<file path="config.mk">
export PLATFORM = sky130hd
export DESIGN_NAME = digit_entry_ctrl
export DESIGN_NICKNAME = d
export VERILOG_FILES = /design/src/rtl/digit_entry_ctrl.sv
export SDC_FILE = /design/constraint.sdc
export NUM_CORES = 1
export LEC_CHECK = 0
export BUFFER_PORTS_ARGS = -buffer_cell sky130_fd_sc_hd__clkbuf_2
export CAP_MARGIN = 20
export CORE_MARGIN = 1
export CORE_UTILIZATION = 40
export CTS_CLUSTER_DIAMETER = 50
export DETAILED_ROUTE_END_ITERATION = 10
export GPL_TIMING_DRIVEN = 0
export RECOVER_POWER = 100
export SLEW_MARGIN = 20
export SYNTH_ARGS = -nofsm -noshare
export SYNTH_HDL_FRONTEND = slang
export SYNTH_SLANG_ARGS = --single-unit
</file>
<file path="constraint.sdc">
create_clock -name clk -period 2.6 [get_ports clk]
set_input_delay 0.39 -clock clk [delete_from_list [all_inputs] [get_ports clk]]
set_output_delay 0.39 -clock clk [all_outputs]
set_load 0.02 [all_outputs]
</file>
<file path="src/rtl/digit_entry_ctrl.sv">
// Digit entry front end: synchronizes SW/ENTER, debounces ENTER, strobes one digit per press.
// Optional INVALID_REJECT_EN: reject digits above 9 with a digit_err strobe instead of accepting them.
//
// state      | meaning
// S_IDLE     | button released, waiting for a low sample
// S_DB_PRESS | counting consecutive low samples
// S_HELD     | press accepted, waiting for release
// S_DB_REL   | counting consecutive high samples
module digit_entry_ctrl #(
    parameter int DEBOUNCE_CYCLES = 4,
    parameter int NUM_DIGITS      = 6
) (
    input  logic       clk,
    input  logic       reset_n,
    input  logic [3:0] sw,
    input  logic       enter_n,
    input  logic       clear,
    output logic [3:0] digit,
    output logic       digit_valid,
    output logic       digit_err,
    output logic [2:0] digit_idx,
    output logic       seq_done,
    output logic [3:0] live_digit
);

    localparam int CW = (DEBOUNCE_CYCLES > 1) ? $clog2(DEBOUNCE_CYCLES) : 1;
    localparam logic [CW-1:0] CNT_LAST = CW'(DEBOUNCE_CYCLES - 1);

    typedef enum logic [1:0] {S_IDLE, S_DB_PRESS, S_HELD, S_DB_REL} state_t;

    state_t        state, state_nxt;
    logic [CW-1:0] cnt, cnt_nxt;
    logic          press_done;
    logic [3:0]    sw_m, sw_s;
    logic          key_m, key_s;
    logic          accept, bad;

    always_ff @(posedge clk or negedge reset_n) begin
        if (!reset_n) begin
            sw_m  <= 4'd0;
            sw_s  <= 4'd0;
            key_m <= 1'b1;
            key_s <= 1'b1;
            state <= S_IDLE;
            cnt   <= '0;
        end else begin
            sw_m  <= sw;
            sw_s  <= sw_m;
            key_m <= enter_n;
            key_s <= key_m;
            state <= state_nxt;
            cnt   <= cnt_nxt;
        end
    end

    always_comb begin
        state_nxt  = state;
        cnt_nxt    = cnt;
        press_done = 1'b0;
        case (state)
            S_IDLE: begin
                if (!key_s) begin
                    state_nxt = S_DB_PRESS;
                    cnt_nxt   = '0;
                end
            end
            S_DB_PRESS: begin
                if (key_s) begin
                    state_nxt = S_IDLE;
                end else if (cnt == CNT_LAST) begin
                    state_nxt  = S_HELD;
                    press_done = 1'b1;
                end else begin
                    cnt_nxt = cnt + 1'b1;
                end
            end
            S_HELD: begin
                if (key_s) begin
                    state_nxt = S_DB_REL;
                    cnt_nxt   = '0;
                end
            end
            S_DB_REL: begin
                if (!key_s) begin
                    state_nxt = S_HELD;
                end else if (cnt == CNT_LAST) begin
                    state_nxt = S_IDLE;
                end else begin
                    cnt_nxt = cnt + 1'b1;
                end
            end
            default: state_nxt = S_IDLE;
        endcase
    end

    // A full sequence swallows presses; the FSM keeps tracking so nothing replays after clear.
    assign accept = press_done && !seq_done;

`ifdef INVALID_REJECT_EN
    assign bad = (sw_s > 4'd9);

    always_ff @(posedge clk or negedge reset_n) begin
        if (!reset_n) digit_err <= 1'b0;
        else          digit_err <= accept && bad && !clear;
    end
`else
    assign bad       = 1'b0;
    assign digit_err = 1'b0;
`endif

    always_ff @(posedge clk or negedge reset_n) begin
        if (!reset_n) begin
            digit       <= 4'd0;
            digit_valid <= 1'b0;
            digit_idx   <= 3'd0;
        end else begin
            digit_valid <= accept && !bad && !clear;
            if (accept && !bad) digit <= sw_s;
            if (clear)                digit_idx <= 3'd0;
            else if (accept && !bad)  digit_idx <= digit_idx + 3'd1;
        end
    end

    assign seq_done   = (digit_idx == 3'(NUM_DIGITS));
    assign live_digit = sw_s;

endmodule

</file>
== Word-level counts from Yosys, hierarchy flattened ==
Index checks and enable logic that the tools add are counted.

* Multiplexer cells: 18
* Add/sub/neg operators: 2
* Equal/unequal tests: 11
* Reductions and logical operators: 8

{| class="wikitable"
|+ Operators by type and width
! kind !! count
|-
| $mux W2 || 11
|-
| $pmux W2 S4 || 2
|-
| $ne A2 B2 Y1 const B || 4
|-
| $reduce_and A4 Y1 || 2
|-
| $eq A2 B2 Y1 const B || 3
|-
| $mux W3 || 2
|-
| $ne A3 B3 Y1 const B || 2
|-
| $add A3 B1 Y3 const B || 1
|-
| $eq A3 B3 Y1 const B || 1
|-
| $mux W1 || 3
|-
| $add A2 B1 Y2 const B || 1
|-
| $eq A2 B1 Y1 const B || 1
|-
| $logic_and A1 B1 Y1 || 2
|-
| $logic_not A1 Y1 || 2
|-
| $logic_not A2 Y1 || 1
|-
| $reduce_bool A2 Y1 || 1
|}

* Input bits: 8
* Logic and storage cells: 48
* Output and inout bits: 14
* Bits in registers: 22

== Logic depth before layout (Yosys ltp) ==
* Word-level depth: 7
* Gate-level depth with buffers: 5
* Mapped depth without buffers: 5

== Worst setup path before layout ==
OpenSTA, ideal clock, no wires.

* Kind: flip-flop to flip-flop
* Start point: register digit_idx[0]
* End point: register digit[0]
* Setup time: 0.125 ns
* Arrival: 1.516 ns
* Path buffers: 0
* Period minus slack after synthesis: 1.640 ns
* Setup slack: 0.960 ns
* Required time: 2.475 ns
* Stages on the path, launching flop included: 6
* Path through: dfrtp_1 > inv_1 > ha_1 > and2_1 > nor2_4 > mux2_2

* Longest elaborated chain between the ends: 3

{| class="wikitable"
|+ RTL lines
! element !! RTL line !! RTL
|-
| from (decl) || 21 || <nowiki>output logic [2:0] digit_idx,</nowiki>
|-
| from (signal assigned) || 120 || <nowiki>else if (accept && !bad) digit_idx <= digit_idx + 3'd1;</nowiki>
|-
| $eq A3 B3 Y1 || 124 || <nowiki>assign seq_done = (digit_idx == 3'(NUM_DIGITS));</nowiki>
|-
| net seq_done || 22 || <nowiki>output logic seq_done,</nowiki>
|-
| $logic_not A1 Y1 || 97 || <nowiki>assign accept = press_done && !seq_done;</nowiki>
|-
| $logic_and A1 B1 Y1 || 97 ||
|-
| to (signal assigned) || 118 || <nowiki>if (accept && !bad) digit <= sw_s;</nowiki>
|-
| to (decl) || 18 || <nowiki>output logic [3:0] digit,</nowiki>
|}

The timed path passes the listed nets, and every way through them passes these cells.
A chain may end at the register's enable or synchronous reset.

== Final worst setup path ==
* Start point: register cnt[0]
* End point: register digit[2]

* Longest elaborated chain between the ends: 5

{| class="wikitable"
|+ RTL lines
! element !! RTL line !! RTL
|-
| from (decl) || 32 || <nowiki>logic [CW-1:0] cnt, cnt_nxt;</nowiki>
|-
| from (signal assigned) || 52 || <nowiki>cnt <= cnt_nxt;</nowiki>
|-
| $eq A2 B2 Y1 || 70 || <nowiki>end else if (cnt == CNT_LAST) begin</nowiki>
|-
| $mux W1 || 70 ||
|-
| $mux W1 || 68 || <nowiki>if (key_s) begin</nowiki>
|-
| $mux W1 || 60 || <nowiki>case (state)</nowiki>
|-
| $logic_and A1 B1 Y1 || 97 ||
|}

Every way passes these cells.

==> run metrics <==
status=complete, no violations; Synth area leader=dfrtp_1; CTS Buf Count=3; Routed Antenna Nets=0; grt peak-use layer=met2; Final #Nets=97; Detail Placement HPWL=886 um; Synth Area per Inst=about 14 um^2; Yosys cell types=24; Starting Density=43.2%; Max Cap Violations=0; crit path DAT=1.99 ns; power per cell area=just over 800 nW/um^2; Synth Net Count=a little over 70; CTS resizes=0; CP Capture Type=flop; count leader, synth=dfrtp_1; synth cell count leaders=dfrtp_1 (20), mux2_2 (5), ha_1 (4), inv_1 (4), nand2_1 (4); # hold bufs at CTS=0; Layout Utilization=about half; DRC viols=0; Worst slew margin=28.0%; Ys Warns=0; clk slew on worst S/H paths=between 0.1 and 0.15 ns; grt met3 use=between 2 and 2.5%; Syn Std Cell Area=~860 um^2; Worst path max stage delay=0.43 ns; synthesized flop and latch total=22; CP Class=reg -> reg; Skew-Pair Late Insertion Delay=about 0.30 ns; first-pass GRT wire length=1790 um; post-CTS setup buffers=0; Die Ht=48.3 um; startpoint types=flop; synth top area cells=dfrtp_1 (58%), mux2_2 (6.6%), dfstp_2 (6.1%); predominant post-synthesis flop cell=dfrtp_1; CP Max Fanout=5; Worst Skew=0.00154 ns; CTS H-tree depth=1; Vias/cell=4.57; Critical Path RT=2.80 ns; crit share post-route=69.1%; Max VDD drop=between 0.0003 and 0.0004 V; Synth top area share=around three fifths; Final Setup Violations=0; layout cells sized above 1=between 20% and 30%; Non-Filler Instances=about 110; DRT Pass-1 Iters=4; Tmin final=1.80 ns; antenna cells=0; Area Overhead vs Synth=14.5%; CTS tree=built; Final Wtd Congestion=around 0.72; RSZ-0062 raised after global routing=no; Clock Sinks=22; met2 Use GR=about 18%; worst hold path class=in -> reg; met1 Usage GRT=around 15%; worst-path cell with the longest stage delay=dfrtp_1; Leakage=between 0.4 and 0.5 nW; CTS root buf=clkbuf_4; initial antenna violation count=0; vias=slightly above 500; WL/cell=approximately 11 um; Overflow after GRT=0; # placed instances=107; number of global-route vias before repair=between 400 and 500; DRT iter0 DRCs=7; Post-synth EDFFs=0; Seq/Total Area, Yosys=64.5%; placed inst area=around 990 um^2; setup_tns=0 ns; Ports=22; gr usage total=between 10% and 20%; Max Slew Vio Count=0; clock buffer depth=2; Fin. Hold Viols=0; Worst Tran Pin Value=1.08 ns; die width=slightly below 50 um; largest net degree at the start of global routing=23; final instance area=just under 1000 um^2; Mapped Cells=60; Post-synth ARST share=between 90% and 100%; Port Buf Inserts=20; full die area=about 2300 um^2; Max Clock Freq=between 500 and 600 MHz; Row Count=16; critical path, cell by cell=ha_1 -> nand4bb_1 -> nor2_1 -> mux2_2; Total Wirelength=approximately 1200 um; core area=between 1500 and 2000 um^2
[path summary, 6_finish.rpt]
kind                         start       endpoint  slack (ns)  cells past startpoint
max in group asynchronous  reset_n   digit_idx[2]        1.70                      1
min in group asynchronous  reset_n        sw_m[0]        0.25                      1
hold / removal             enter_n          key_m        0.16                      1
setup reg to reg            cnt[0]       digit[2]        0.80                      4
setup / recovery            cnt[0]       digit[2]        0.80                      4
hold reg to reg            sw_m[1]  live_digit[1]        0.36                      0
[state kept, by name (all words and copies together), names as in the netlist, named ones only]
name and cells:
cnt 2, digit 4, digit_idx 3, digit_valid 1
key_m 1, key_s 1, live_digit 4, state 1
sw_m 4
[metrics by stage]
step	setup slack, ns	hold WS (ns)	total power [mW]
floorplan	0.960	0.0944	0.580
detailed placement	1.06	0.335	0.644
global placement	1.08	0.333	0.633
global route	0.640	0.148	0.847
finish	0.802	0.156	0.798
CTS	0.800	0.0574	0.828
[layer usage]
| metal | routed length, um | up-vias |
|---|---|---|
| met1 | 594 | 237 |
| met2 | 539 | 12 |
| met5 | 0 | - |
| met4 | 9 | 0 |
| met3 | 56 | 2 |
| li1 | - | 256 |
[worst max-delay path: cells and delay by family (launching register included)]
kind          cells  cell delay [ns]
simple gates      2             0.62
flops             1             0.43
mux               1             0.39
fa+ha+maj         1             0.26
[kinds of logic (layout without fill, tap and decap cells)]
logic type                 after synthesis  after routing  share of synthesized area, %
buffers and inverters                    5             29                          2.63
other                                    1              1                         0.438
AOI/OAI and AO/OA                        8              8                          7.59
and+or+nand+nor                         14             14                          11.4
DFF                                     22             22                          64.5
xor gates and xnor gates                 1              1                          1.02
muxes                                    5              5                          6.57
adders and majority gates                4              4                          5.84
[layout by cell type (no fill, tap or decap)]
master,Yosys,layout
clkbuf_1,0,14
and2_1,1,1
inv_1,4,4
nand3_1,2,2
o311ai_0,1,1
nand4bb_1,0,1
ha_1,4,4
or4b_1,1,1
o211ai_1,1,1
dfrtp_1,20,20
or2_0,1,1
buf_4,1,1
xor2_1,1,1
dfstp_2,2,1
o41ai_1,1,1
o31ai_1,1,2
a22o_2,1,1
clkbuf_2,0,6
mux2_2,5,5
nand2_1,4,4
conb_1,1,1
clkbuf_4,0,3
o21ai_0,1,1
dfstp_1,0,1
nor2_1,3,4
a21oi_1,1,1
clkbuf_8,0,1
[layout make-up]
class                      instances  area (um^2)
multi-input combinational         33          253
tap                               27         33.8
inverter                           4         15.0
timing repair buffer              20         82.6
sequential                        22          553
clock buffer                       4         36.3
buffer                             1         7.51
fill                             187         1000
[where the power goes]
group          switching [mW]  internal, mW
Sequential             0.0452         0.400
Clock                  0.0973        0.0854
Combinational          0.0988        0.0706
Total                   0.241         0.556
(Power assumes the default switching activity.)
